## src/rtl/ram_arb_pkg.sv

```systemverilog
// Shared types and helpers for the data-RAM arbiter between the CPU data port and a DMA master.
package ram_arb_pkg;

  typedef enum logic {
    StPriM1   = 1'b0,
    StForceM0 = 1'b1
  } arb_state_e;

  // Width that can hold the value max_burst itself.
  function automatic int unsigned burst_cnt_w(input int unsigned max_burst);
    return (max_burst < 2) ? 1 : $clog2(max_burst + 1);
  endfunction

endpackage

```

## src/rtl/ram_arbiter.sv

```systemverilog
// Single-port data RAM arbiter: DMA (M1) has fixed priority, with an anti-starvation
// window that forces one CPU (M0) grant after MAX_BURST back-to-back M1 grants.
module ram_arbiter
  import ram_arb_pkg::*;
#(
  parameter int unsigned AW        = 32,
  parameter int unsigned DW        = 32,
  parameter int unsigned MAX_BURST = 4
) (
  input  logic            CLK,
  input  logic            RES,
  input  logic            M0_RD,
  input  logic            M0_WR,
  input  logic [DW/8-1:0] M0_BE,
  input  logic [AW-1:0]   M0_ADDR,
  input  logic [DW-1:0]   M0_DATAO,
  output logic [DW-1:0]   M0_DATAI,
  output logic            M0_HLT,
  input  logic            M1_REQ,
  input  logic            M1_WR,
  input  logic [DW/8-1:0] M1_BE,
  input  logic [AW-1:0]   M1_ADDR,
  input  logic [DW-1:0]   M1_DATAO,
  output logic            M1_ACK,
  output logic [DW-1:0]   M1_DATAI,
  output logic            M1_VLD,
  output logic [AW-1:0]   RAM_A,
  output logic [DW-1:0]   RAM_D,
  output logic            RAM_WE,
  output logic [DW/8-1:0] RAM_BE,
  input  logic [DW-1:0]   RAM_Q
);

  localparam int unsigned BW = burst_cnt_w(MAX_BURST);

  arb_state_e    state_q, state_d;
  logic [BW-1:0] burst_cnt_q, burst_cnt_d, burst_cnt_inc;
  logic          rd_pend_q, rd_pend_d;
  logic          rd_own_q, rd_own_d;
  logic          req0, req1, gnt0, gnt1;

  always_comb begin
    req0 = M0_RD | M0_WR;
    req1 = M1_REQ;
    if (state_q == StForceM0) begin
      gnt0 = req0;
      gnt1 = req1 & ~req0;
    end else begin
      gnt1 = req1;
      gnt0 = req0 & ~req1;
    end
  end

  // FORCE_M0 lasts exactly one cycle, so the default next state is PRI_M1.
  always_comb begin
    state_d       = StPriM1;
    burst_cnt_d   = burst_cnt_q;
    burst_cnt_inc = burst_cnt_q + BW'(1);
    if (gnt0 || !req0) begin
      burst_cnt_d = '0;
    end else if (gnt1) begin
      if (burst_cnt_inc == BW'(MAX_BURST)) begin
        state_d     = StForceM0;
        burst_cnt_d = '0;
      end else begin
        burst_cnt_d = burst_cnt_inc;
      end
    end
  end

  // A simultaneous M0 read+write is treated as a write: no read return is scheduled.
  always_comb begin
    rd_pend_d = (gnt0 & M0_RD & ~M0_WR) | (gnt1 & ~M1_WR);
    rd_own_d  = gnt1;
  end

  always_ff @(posedge CLK or negedge RES) begin
    if (!RES) begin
      state_q     <= StPriM1;
      burst_cnt_q <= '0;
      rd_pend_q   <= 1'b0;
      rd_own_q    <= 1'b0;
    end else begin
      state_q     <= state_d;
      burst_cnt_q <= burst_cnt_d;
      rd_pend_q   <= rd_pend_d;
      rd_own_q    <= rd_own_d;
    end
  end

  always_comb begin
    RAM_A    = gnt1 ? M1_ADDR  : M0_ADDR;
    RAM_D    = gnt1 ? M1_DATAO : M0_DATAO;
    RAM_BE   = gnt1 ? M1_BE    : M0_BE;
    RAM_WE   = (gnt0 & M0_WR) | (gnt1 & M1_WR);
    M0_HLT   = req0 & ~gnt0;
    M1_ACK   = gnt1;
    M1_VLD   = rd_pend_q & rd_own_q;
    M1_DATAI = RAM_Q;
    M0_DATAI = RAM_Q;
  end

endmodule
```

## config.mk

```make
export PLATFORM = sky130hd
export DESIGN_NAME = ram_arbiter
export DESIGN_NICKNAME = d
export VERILOG_FILES = /design/src/rtl/ram_arb_pkg.sv /design/src/rtl/ram_arbiter.sv
export SDC_FILE = /design/constraint.sdc
export NUM_CORES = 1
export LEC_CHECK = 0
export ABC_AREA = 0
export CAP_MARGIN = 10
export CORE_AREA = 2 2 120 122
export DETAILED_ROUTE_END_ITERATION = 12
export DIE_AREA = 0 0 122 124
export PLACE_DENSITY = 0.63
export SLEW_MARGIN = 20
export SYNTH_ARGS = -nofsm -noshare
export SYNTH_HDL_FRONTEND = slang
export SYNTH_SLANG_ARGS = --single-unit
```

## constraint.sdc

```tcl
create_clock -name CLK -period 1.74 [get_ports CLK]
set_input_delay 0.261 -clock CLK [delete_from_list [all_inputs] [get_ports CLK]]
set_output_delay 0.261 -clock CLK [all_outputs]
set_load 0.02 [all_outputs]
```

Yosys cells after proc, flatten, opt, wreduce, memory -nomap -nowiden
Cells that the tools add are included.
Widths: inputs -> output; s select.
- input port bits: 174
- word-level logic and storage cells: 37
- register bits: 6
- bitwise gates (word level): 17
- reductions and logical operators: 3
- mux-type cells: 11
- add/sub/neg operators: 1
- equality and inequality tests: 1
- operator list (operator ; count):
    $mux 32 ; 2
    $and 1x1->1 ; 9
    $mux 3 ; 3
    $mux 1 ; 5
    $not 1->1 ; 5
    $mux 4 ; 1
    $add 3x1->3 const B ; 1
    $eq 3x3->1 const B ; 1
    $or 1x1->1 ; 3
    $reduce_bool 2->1 ; 1
    $logic_not 1->1 ; 1
    $logic_or 1x1->1 ; 1

Depth between registers and ports, before layout
Gate-level depths: netlist of the first run.
- word-level depth: 6
- gate-level depth with buffers: 6

Worst setup path before layout of the first run
Ideal clock, no wire load.
- kind: register to output
- from: register state_q
- to: output RAM_A[10]
- path slack: 0.207 ns
- buffers on the path: 3
- stages on the path, launching flop included: 6
- arrival: 1.272 ns
- path through: dfrtp_1 buf_2 o21a_1 buf_2 buf_2 o211ai_1
- word-level cells in the longest chain between the ends: 2
- ends and longest elaborated chain (what ; line ; source):
    from (decl) ; ram_arbiter.sv:36 ; arb_state_e state_q, state_d;
    from (signal assigned) ; ram_arbiter.sv:79 ; state_q <= StPriM1;
    from (signal assigned) ; ram_arbiter.sv:84 ; state_q <= state_d;
    $mux 1 ; ram_arbiter.sv:45 ; if (state_q == StForceM0) begin
    $mux 32 ; ram_arbiter.sv:92 ; RAM_A = gnt1 ? M1_ADDR : M0_ADDR;
    to (decl) ; ram_arbiter.sv:27 ; output logic [AW-1:0] RAM_A,
Every way passes these cells.

Worst setup path in the final report of the first run
- from: register state_q
- to: output M0_HLT
- word-level cells in the longest chain between the ends: 3
- ends and longest elaborated chain (what ; line ; source):
    $mux 1 ; ram_arbiter.sv:45 ;
    $not 1->1 ; ram_arbiter.sv:96 ; M0_HLT = req0 & ~gnt0;
    $and 1x1->1 ; ram_arbiter.sv:96 ;
    to (decl) ; ram_arbiter.sv:18 ; output logic M0_HLT,
Every way passes these cells.

==> impl_metrics.json, run 1 <==
{
  "outcome": "finished, final reports clean",
  "total_leakage_power_nw": 1.64,
  "globalRouteOverflowTotal": 0,
  "start_kind": "flop",
  "number_of_top_level_pins": 310,
  "post-synth-top-area-cell": "sky130_fd_sc_hd__o211ai_1",
  "critPathBufInv": 3,
  "area_share_of_the_largest_cell_type_after_synthesis": 0.344,
  "cts.root.buffer_cell": "sky130_fd_sc_hd__clkbuf_16",
  "timing.hold.ws_ps": 287,
  "cell_area_synth_mm2": 0.00275,
  "ys_seq_area_frac": 0.0547,
  "placed_area_mm2": 0.00460,
  "post_route_clock_period_utilization": 0.974,
  "drive_above_1_share": 0.204,
  "maxSlewHeadroom": 0.748,
  "timing.critical_path.mode_cell": "sky130_fd_sc_hd__buf_4",
  "insertedDiodeCount": 0,
  "reg2reg_depth": 4,
  "grt_setup_unrepaired": "true",
  "min-delay-path-class": "primary input to asynchronous set/reset pin",
  "worstReg2RegStart": "state_q",
  "placed_instance_count": 711,
  "die_w_um": 122,
  "synth_nets": 585,
  "crit_required_ps": 1480,
  "finalSetupViolCount": 0,
  "power-per-cell-area_mw_per_mm2": 355,
  "route.antenna.remaining_nets": 0,
  "synth_area_per_cell_um2": 6.71,
  "setup.reg_to_reg.worst_slack_ps": 300,
  "dr_total_vias": 3477,
  "area_growth_pct": 60.5,
  "grt_pass1_vias": 3394,
  "viasPerCell": 4.86,
  "tritoncts_clock_tree": "done",
  "h-tree-depth": 1,
  "timing.final.max_slew_violations": 0,
  "worstPathArrival_ps": 1430,
  "route.detailed.wl_per_inst_um": 16.1,
  "clkSlewWorstSetupHoldPaths_ps": 30,
  "end_kind": "output port",
  "crit_path_max_incr_delay_ps": 460,
  "numPortBuffers": 213,
  "grt_max_degree": 49,
  "std_cell_rows": 43,
  "clock_latency_ps": 230,
  "detail_route.iter0.violations": 122,
  "timing.critical_path.slowest_stage_cell": "sky130_fd_sc_hd__dfrtp_2",
  "detailed_place_hpwl_um": 8990,
  "post_synth_num_cell_types": 23,
  "maxCapViolations": 0,
  "floorplan.die_area_mm2": 0.0151,
  "critical_path.cell_chain": "buf_8 > nand2b_1 > buf_4 > nor2_1 > buf_4",
  "synth-seq-cells": 6,
  "period_minus_slack_ps": 1700,
  "grtUsageTotal": 0.140,
  "dr.pass1.iters": 4,
  "place.gp.congestion": 0.770,
  "vdd_ir_drop_max_mv": 0.194,
  "core_area_mm2": 0.0137,
  "finish.cell_count_without_fillers": 715,
  "path_max_fanout": 18,
  "ctsHoldBuffers": 0,
  "remaining_drc_errors": 0,
  "setup.worst_path.class": "flop to output port",
  "cts_buffer_depth": 2,
  "routed_wl_um": 11500,
  "fmax_ghz": 0.590,
  "fin_skew_ps": 0.453,
  "postSynthCellCount": 409,
  "synth.yosys.warnings": 0,
  "ys_top_cells_by_area": "sky130_fd_sc_hd__o211ai_1 (34%), sky130_fd_sc_hd__buf_4 (17%), sky130_fd_sc_hd__nand2b_1 (16%)",
  "layout.nets": 712,
  "crit-reg2reg-capture": "burst_cnt_q[0]",
  "initial_utilization": 0.200,
  "grt_first_pass_wirelength_um": 17300,
  "finish.instance_area_mm2": 0.00441,
  "hold_viol": 0,
  "grt_antenna_before_repair": 1,
  "clkSinkCount": 6,
  "die_y_um": 124,
  "numCtsBuffers": 3,
  "worst-slew-pin-transition_ps": 378,
  "category_of_cells_accounting_for_the_largest_share_of_critical_path_delay": "buffers and inverters"
}
flip-flops by register name, summed over array words and instances (netlist names):
register	count
burst_cnt_q	3
rd_own_q	1
rd_pend_q	1
state_q	1
cells by family (layout without fill, tap and decap cells):
logic type	count (synthesis)	after routing	synth area share
buffers and inverters	112	238	0.254
AOI/OAI and AO/OA	140	140	0.404
DFF	6	6	0.0547
and+or+nand+nor	147	147	0.272
xor gates and xnor gates	2	2	0.00638
adders and majority gates	2	2	0.00911
power by group:
part	switching, mW	internal, mW	total, mW
Combinational	0.489	0.539	1.03
Sequential	0.00409	0.148	0.152
Clock	0.0829	0.304	0.387
cell type report:
class,count,area (um2)
Clock buffer,4,78.8
Fill cell,1511,9310
Inverter,1,3.75
Multi-Input combinational cell,291,1910
Sequential cell,6,151
Tap cell,180,225
Timing Repair Buffer,233,2040
routing by layer:
layer	vias up	track usage	wire length (um)
met5	-	0	13
met4	2	0.0467	278
met3	31	0.0385	1100
met2	167	0.257	5740
met1	1615	0.156	4370
li1	1662	-	-
synthesized netlist by cell type:
cell	instances
sky130_fd_sc_hd__o211ai_1	126
sky130_fd_sc_hd__nand2_1	69
sky130_fd_sc_hd__nand2b_1	69
sky130_fd_sc_hd__buf_4	64
sky130_fd_sc_hd__clkbuf_1	33
sky130_fd_sc_hd__buf_2	11
sky130_fd_sc_hd__o211ai_2	10
sky130_fd_sc_hd__dfrtp_1	6
sky130_fd_sc_hd__buf_6	3
sky130_fd_sc_hd__nor3b_1	3
sky130_fd_sc_hd__ha_1	2
sky130_fd_sc_hd__nor2_1	2
sky130_fd_sc_hd__a2111oi_1	1
sky130_fd_sc_hd__a311o_1	1
sky130_fd_sc_hd__a32o_1	1
sky130_fd_sc_hd__and2_1	1
sky130_fd_sc_hd__inv_1	1
sky130_fd_sc_hd__nor2b_1	1
sky130_fd_sc_hd__nor4_1	1
sky130_fd_sc_hd__nor4b_1	1
sky130_fd_sc_hd__o21a_1	1
sky130_fd_sc_hd__xnor2_1	1
sky130_fd_sc_hd__xor2_1	1
cell usage in the layout (no fill, tap or decap):
| cell type | instances |
|---|---|
| sky130_fd_sc_hd__o211ai_1 | 126 |
| sky130_fd_sc_hd__buf_2 | 45 |
| sky130_fd_sc_hd__dfrtp_2 | 1 |
| sky130_fd_sc_hd__o21a_4 | 1 |
| sky130_fd_sc_hd__buf_8 | 1 |
| sky130_fd_sc_hd__clkdlybuf4s50_1 | 139 |
| sky130_fd_sc_hd__a32o_1 | 1 |
| sky130_fd_sc_hd__ha_1 | 2 |
| sky130_fd_sc_hd__clkbuf_1 | 1 |
| sky130_fd_sc_hd__nor3b_1 | 3 |
| sky130_fd_sc_hd__xor2_1 | 1 |
| sky130_fd_sc_hd__a2111oi_1 | 1 |
| sky130_fd_sc_hd__nor2_1 | 2 |
| sky130_fd_sc_hd__buf_4 | 44 |
| sky130_fd_sc_hd__nand2_1 | 69 |
| sky130_fd_sc_hd__dfrtp_1 | 5 |
| sky130_fd_sc_hd__inv_1 | 1 |
| sky130_fd_sc_hd__nor4_1 | 1 |
| sky130_fd_sc_hd__o211ai_2 | 10 |
| sky130_fd_sc_hd__nor2b_1 | 1 |
| sky130_fd_sc_hd__and2_1 | 1 |
| sky130_fd_sc_hd__xnor2_1 | 1 |
| sky130_fd_sc_hd__buf_12 | 4 |
| sky130_fd_sc_hd__nand2b_1 | 69 |
| sky130_fd_sc_hd__nor4b_1 | 1 |
| sky130_fd_sc_hd__clkbuf_16 | 3 |
| sky130_fd_sc_hd__a311o_1 | 1 |
through the flow:
| stage | worst slack, ps | TNS (ps) | power, mW | utilization |
|---|---|---|---|---|
| 2_1_floorplan | 207 | 0 | 0.817 | - |
| 3_3_place_gp | -228 | -12200 | 1.26 | 0.335 |
| 3_5_place_dp | -226 | -12620 | 1.28 | 0.335 |
| 4_1_cts | -38.0 | -38.0 | 1.57 | 0.320 |
| 5_1_grt | -34.8 | -184 | 1.67 | 0.321 |
| 6_report | 44.9 | 0 | 1.57 | 0.321 |
what timing repair did:
action / 4_1_cts / 5_1_grt
gates cloned: 0 / 0
pin swaps: 2 / 11
resized for setup: 294 / 18
endpoints found under the setup margin: 71 / 37
setup buffers: 2 / 0
worst max-delay path by stage:
stage	start	endpoint	slack, ps	cells past startpoint
5_1_grt	state_q	M0_HLT	-30	5
4_1_cts	state_q	RAM_WE	-40	4
6_report	state_q	M0_HLT	40	5
2_1_floorplan	state_q	RAM_A[10]	210	5
3_5_place_dp	state_q	RAM_A[0]	-230	4
3_3_place_gp	state_q	RAM_BE[3]	-230	4
(Power assumes the default switching activity.)
==> run 2: changes to the inputs <==
SLEW_MARGIN = not set   (was 20)
==> results of run 2 <==
No change in the layout: final DEF, timing and power equal those of run 1.
==> run 3: changes to the inputs <==
CORE_AREA = 2 2 121 123   (was 2 2 120 122)
DIE_AREA = 0 0 123 125   (was 0 0 122 124)
DONT_BUFFER_PORTS = 1   (was not set)
GPL_ROUTABILITY_DRIVEN = 1   (was not set)
PLACE_DENSITY = 0.33   (was 0.63)
==> run 3 against run 2 <==
Maximum frequency increased by 0.39%. Largest power group unchanged. Final area decreased by 37%. Critical endpoint is now RAM_A[8]. Global-route usage decreased by 3.7 points. Sequential power about the same. Via count decreased by 21%. Die area increased by 1.6%. Cell count decreased by 25%. Setup slack improved by 6.7 ps. Core utilization decreased by 12 points. Combinational power decreased by 49%. Power decreased by 32%. Worst hold slack got worse by 52 ps.
==> impl_metrics.json, run 3 (synthesized netlist as in run 1, its figures left out) <==
{
  "outcome": "finished, final reports clean",
  "tritoncts_clock_tree": "done",
  "most_frequent_cells_in_the_layout": "sky130_fd_sc_hd__o211ai_1 (126), sky130_fd_sc_hd__nand2_1 (69), sky130_fd_sc_hd__nand2b_1 (68)",
  "initial_utilization": 0.193,
  "clock_latency_ps": 230,
  "maxSlewHeadroom": 0.662,
  "number_of_top_level_pins": 310,
  "numCtsBuffers": 3,
  "min-delay-path-class": "primary input to flop",
  "globalRouteOverflowTotal": 0,
  "route.detailed.wl_per_inst_um": 17.6,
  "std_cell_rows": 44,
  "routed_wl_um": 9400,
  "grt_antenna_before_repair": 0,
  "worstReg2RegStart": "state_q",
  "period_minus_slack_ps": 1690,
  "area_growth_pct": 1.55,
  "crit_path_max_incr_delay_ps": 440,
  "cts.root.buffer_cell": "sky130_fd_sc_hd__clkbuf_16",
  "detail_route.iter0.violations": 127,
  "dp_worst_setup_slack_ps": 240,
  "clkSinkCount": 6,
  "h-tree-depth": 1,
  "utilization": 0.196,
  "remaining_drc_errors": 0,
  "grt_max_degree": 142,
  "grtUsageTotal": 0.103,
  "worstPathArrival_ps": 1430,
  "grt_setup_unrepaired": "false",
  "fin_total_pwr_mw": 1.06,
  "grt_first_pass_wirelength_um": 13200,
  "hold-path-cell-count": 1,
  "place.gp.congestion": 0.706,
  "layout.nets": 527,
  "maxCapViolations": 0,
  "detailed_place_hpwl_um": 6290,
  "worst-slew-pin-transition_ps": 505,
  "fmax_ghz": 0.592,
  "largest-register": "burst_cnt_q",
  "totalNegativeSetupSlack_ps": 0,
  "total_leakage_power_nw": 0.906,
  "setup.worst_path.class": "flop to output port",
  "nFillCells": 1627,
  "timing.final.max_slew_violations": 0,
  "setup.reg_to_reg.worst_slack_ps": 380,
  "viasPerCell": 5.15,
  "critical_path.cell_chain": "o21a_4 > buf_12 > o211ai_1",
  "die_w_um": 123,
  "fin_skew_ps": 4.39,
  "vdd_ir_drop_max_mv": 0.322,
  "cts_buffer_depth": 2,
  "insertedDiodeCount": 0,
  "die_y_um": 125,
  "post_route_clock_period_utilization": 0.970,
  "hold_viol": 0,
  "crit-reg2reg-capture": "burst_cnt_q[0]",
  "power-per-cell-area_mw_per_mm2": 381,
  "path_max_fanout": 24,
  "category_of_cells_accounting_for_the_largest_share_of_critical_path_delay": "compound AO/OA/AOI/OAI gates",
  "core_area_mm2": 0.0142,
  "start_kind": "flop",
  "worst_path_setup_slack_after_routing_ps": 51.5,
  "layout.cells.most_common": "sky130_fd_sc_hd__o211ai_1",
  "route.antenna.remaining_nets": 0,
  "grt_pass1_vias": 2539,
  "clkSlewWorstSetupHoldPaths_ps": 40,
  "drive_above_1_share": 0.183,
  "holdPathEnd": "rd_pend_q",
  "timing.hold.worst.start": "M0_RD",
  "multi_input_area_mm2": 0.00192,
  "dr.pass1.iters": 4,
  "crit_required_ps": 1480,
  "dr_total_vias": 2749,
  "reg2reg_depth": 3,
  "numPortBuffers": 0,
  "layout.area.seq_um2": 151,
  "floorplan.die_area_mm2": 0.0154,
  "largest_reg_flops": 3,
  "critPathBufInv": 1,
  "end_kind": "output port",
  "timing.critical_path.slowest_stage_cell": "sky130_fd_sc_hd__o211ai_1",
  "finalSetupViolCount": 0
}
-- run 3: worst max path at each step --
stage,end,cells past startpoint,startpoint
finish,RAM_A[8],3,state_q
CTS,RAM_A[20],3,state_q
global route,RAM_A[2],3,state_q
detailed placement,RAM_A[8],3,state_q
global placement,state_q,3,state_q
floorplan,RAM_A[10],5,state_q
-- run 3: layout make-up --
class                   instances  area share
multi-input cells             291       0.687
repair buffers                 48       0.147
well taps                     184      0.0825
flip-flops and latches          6      0.0543
clock buffers                   4      0.0283
inverters                       1     0.00135
-- run 3: what timing repair did --
action / in CTS / in global routing
setup buffers: 0 / 0
cloned: 0 / 1
hold buffers: 1 / 0
gates resized for setup: 1 / 4
endpoints found under the hold margin: 6 / 0
pin swaps: 1 / 5
endpoints found under the setup margin: 2 / 22
-- run 3: power by group --
part / leakage (nW) / internal, mW / total [mW] / switching [mW]
logic: 0.792 / 0.221 / 0.522 / 0.301
registers: 0.0761 / 0.148 / 0.152 / 0.00403
clock network: 0.0382 / 0.305 / 0.388 / 0.0835
-- run 3: per-stage QoR --
step | instance area, um2 | hold WS (ps) | instances
floorplan | 2750 | -34.6 | 409
finish | 2790 | 235 | 534
global route | 2790 | 225 | 534
global placement | 2660 | -34.4 | 528
detailed placement | 2660 | -34.4 | 528
CTS | 2750 | 219 | 533
-- run 3: routing by layer --
metal  global-route usage  up-vias  routed length (um)  part of all wire
li1                     -     1293                   -                 -
met1                0.113     1295                3640              0.39
met2                0.195      136                4780              0.51
met3               0.0210       25                 784             0.083
met4               0.0334        0                 195             0.021
met5                    0        -                   0                 0
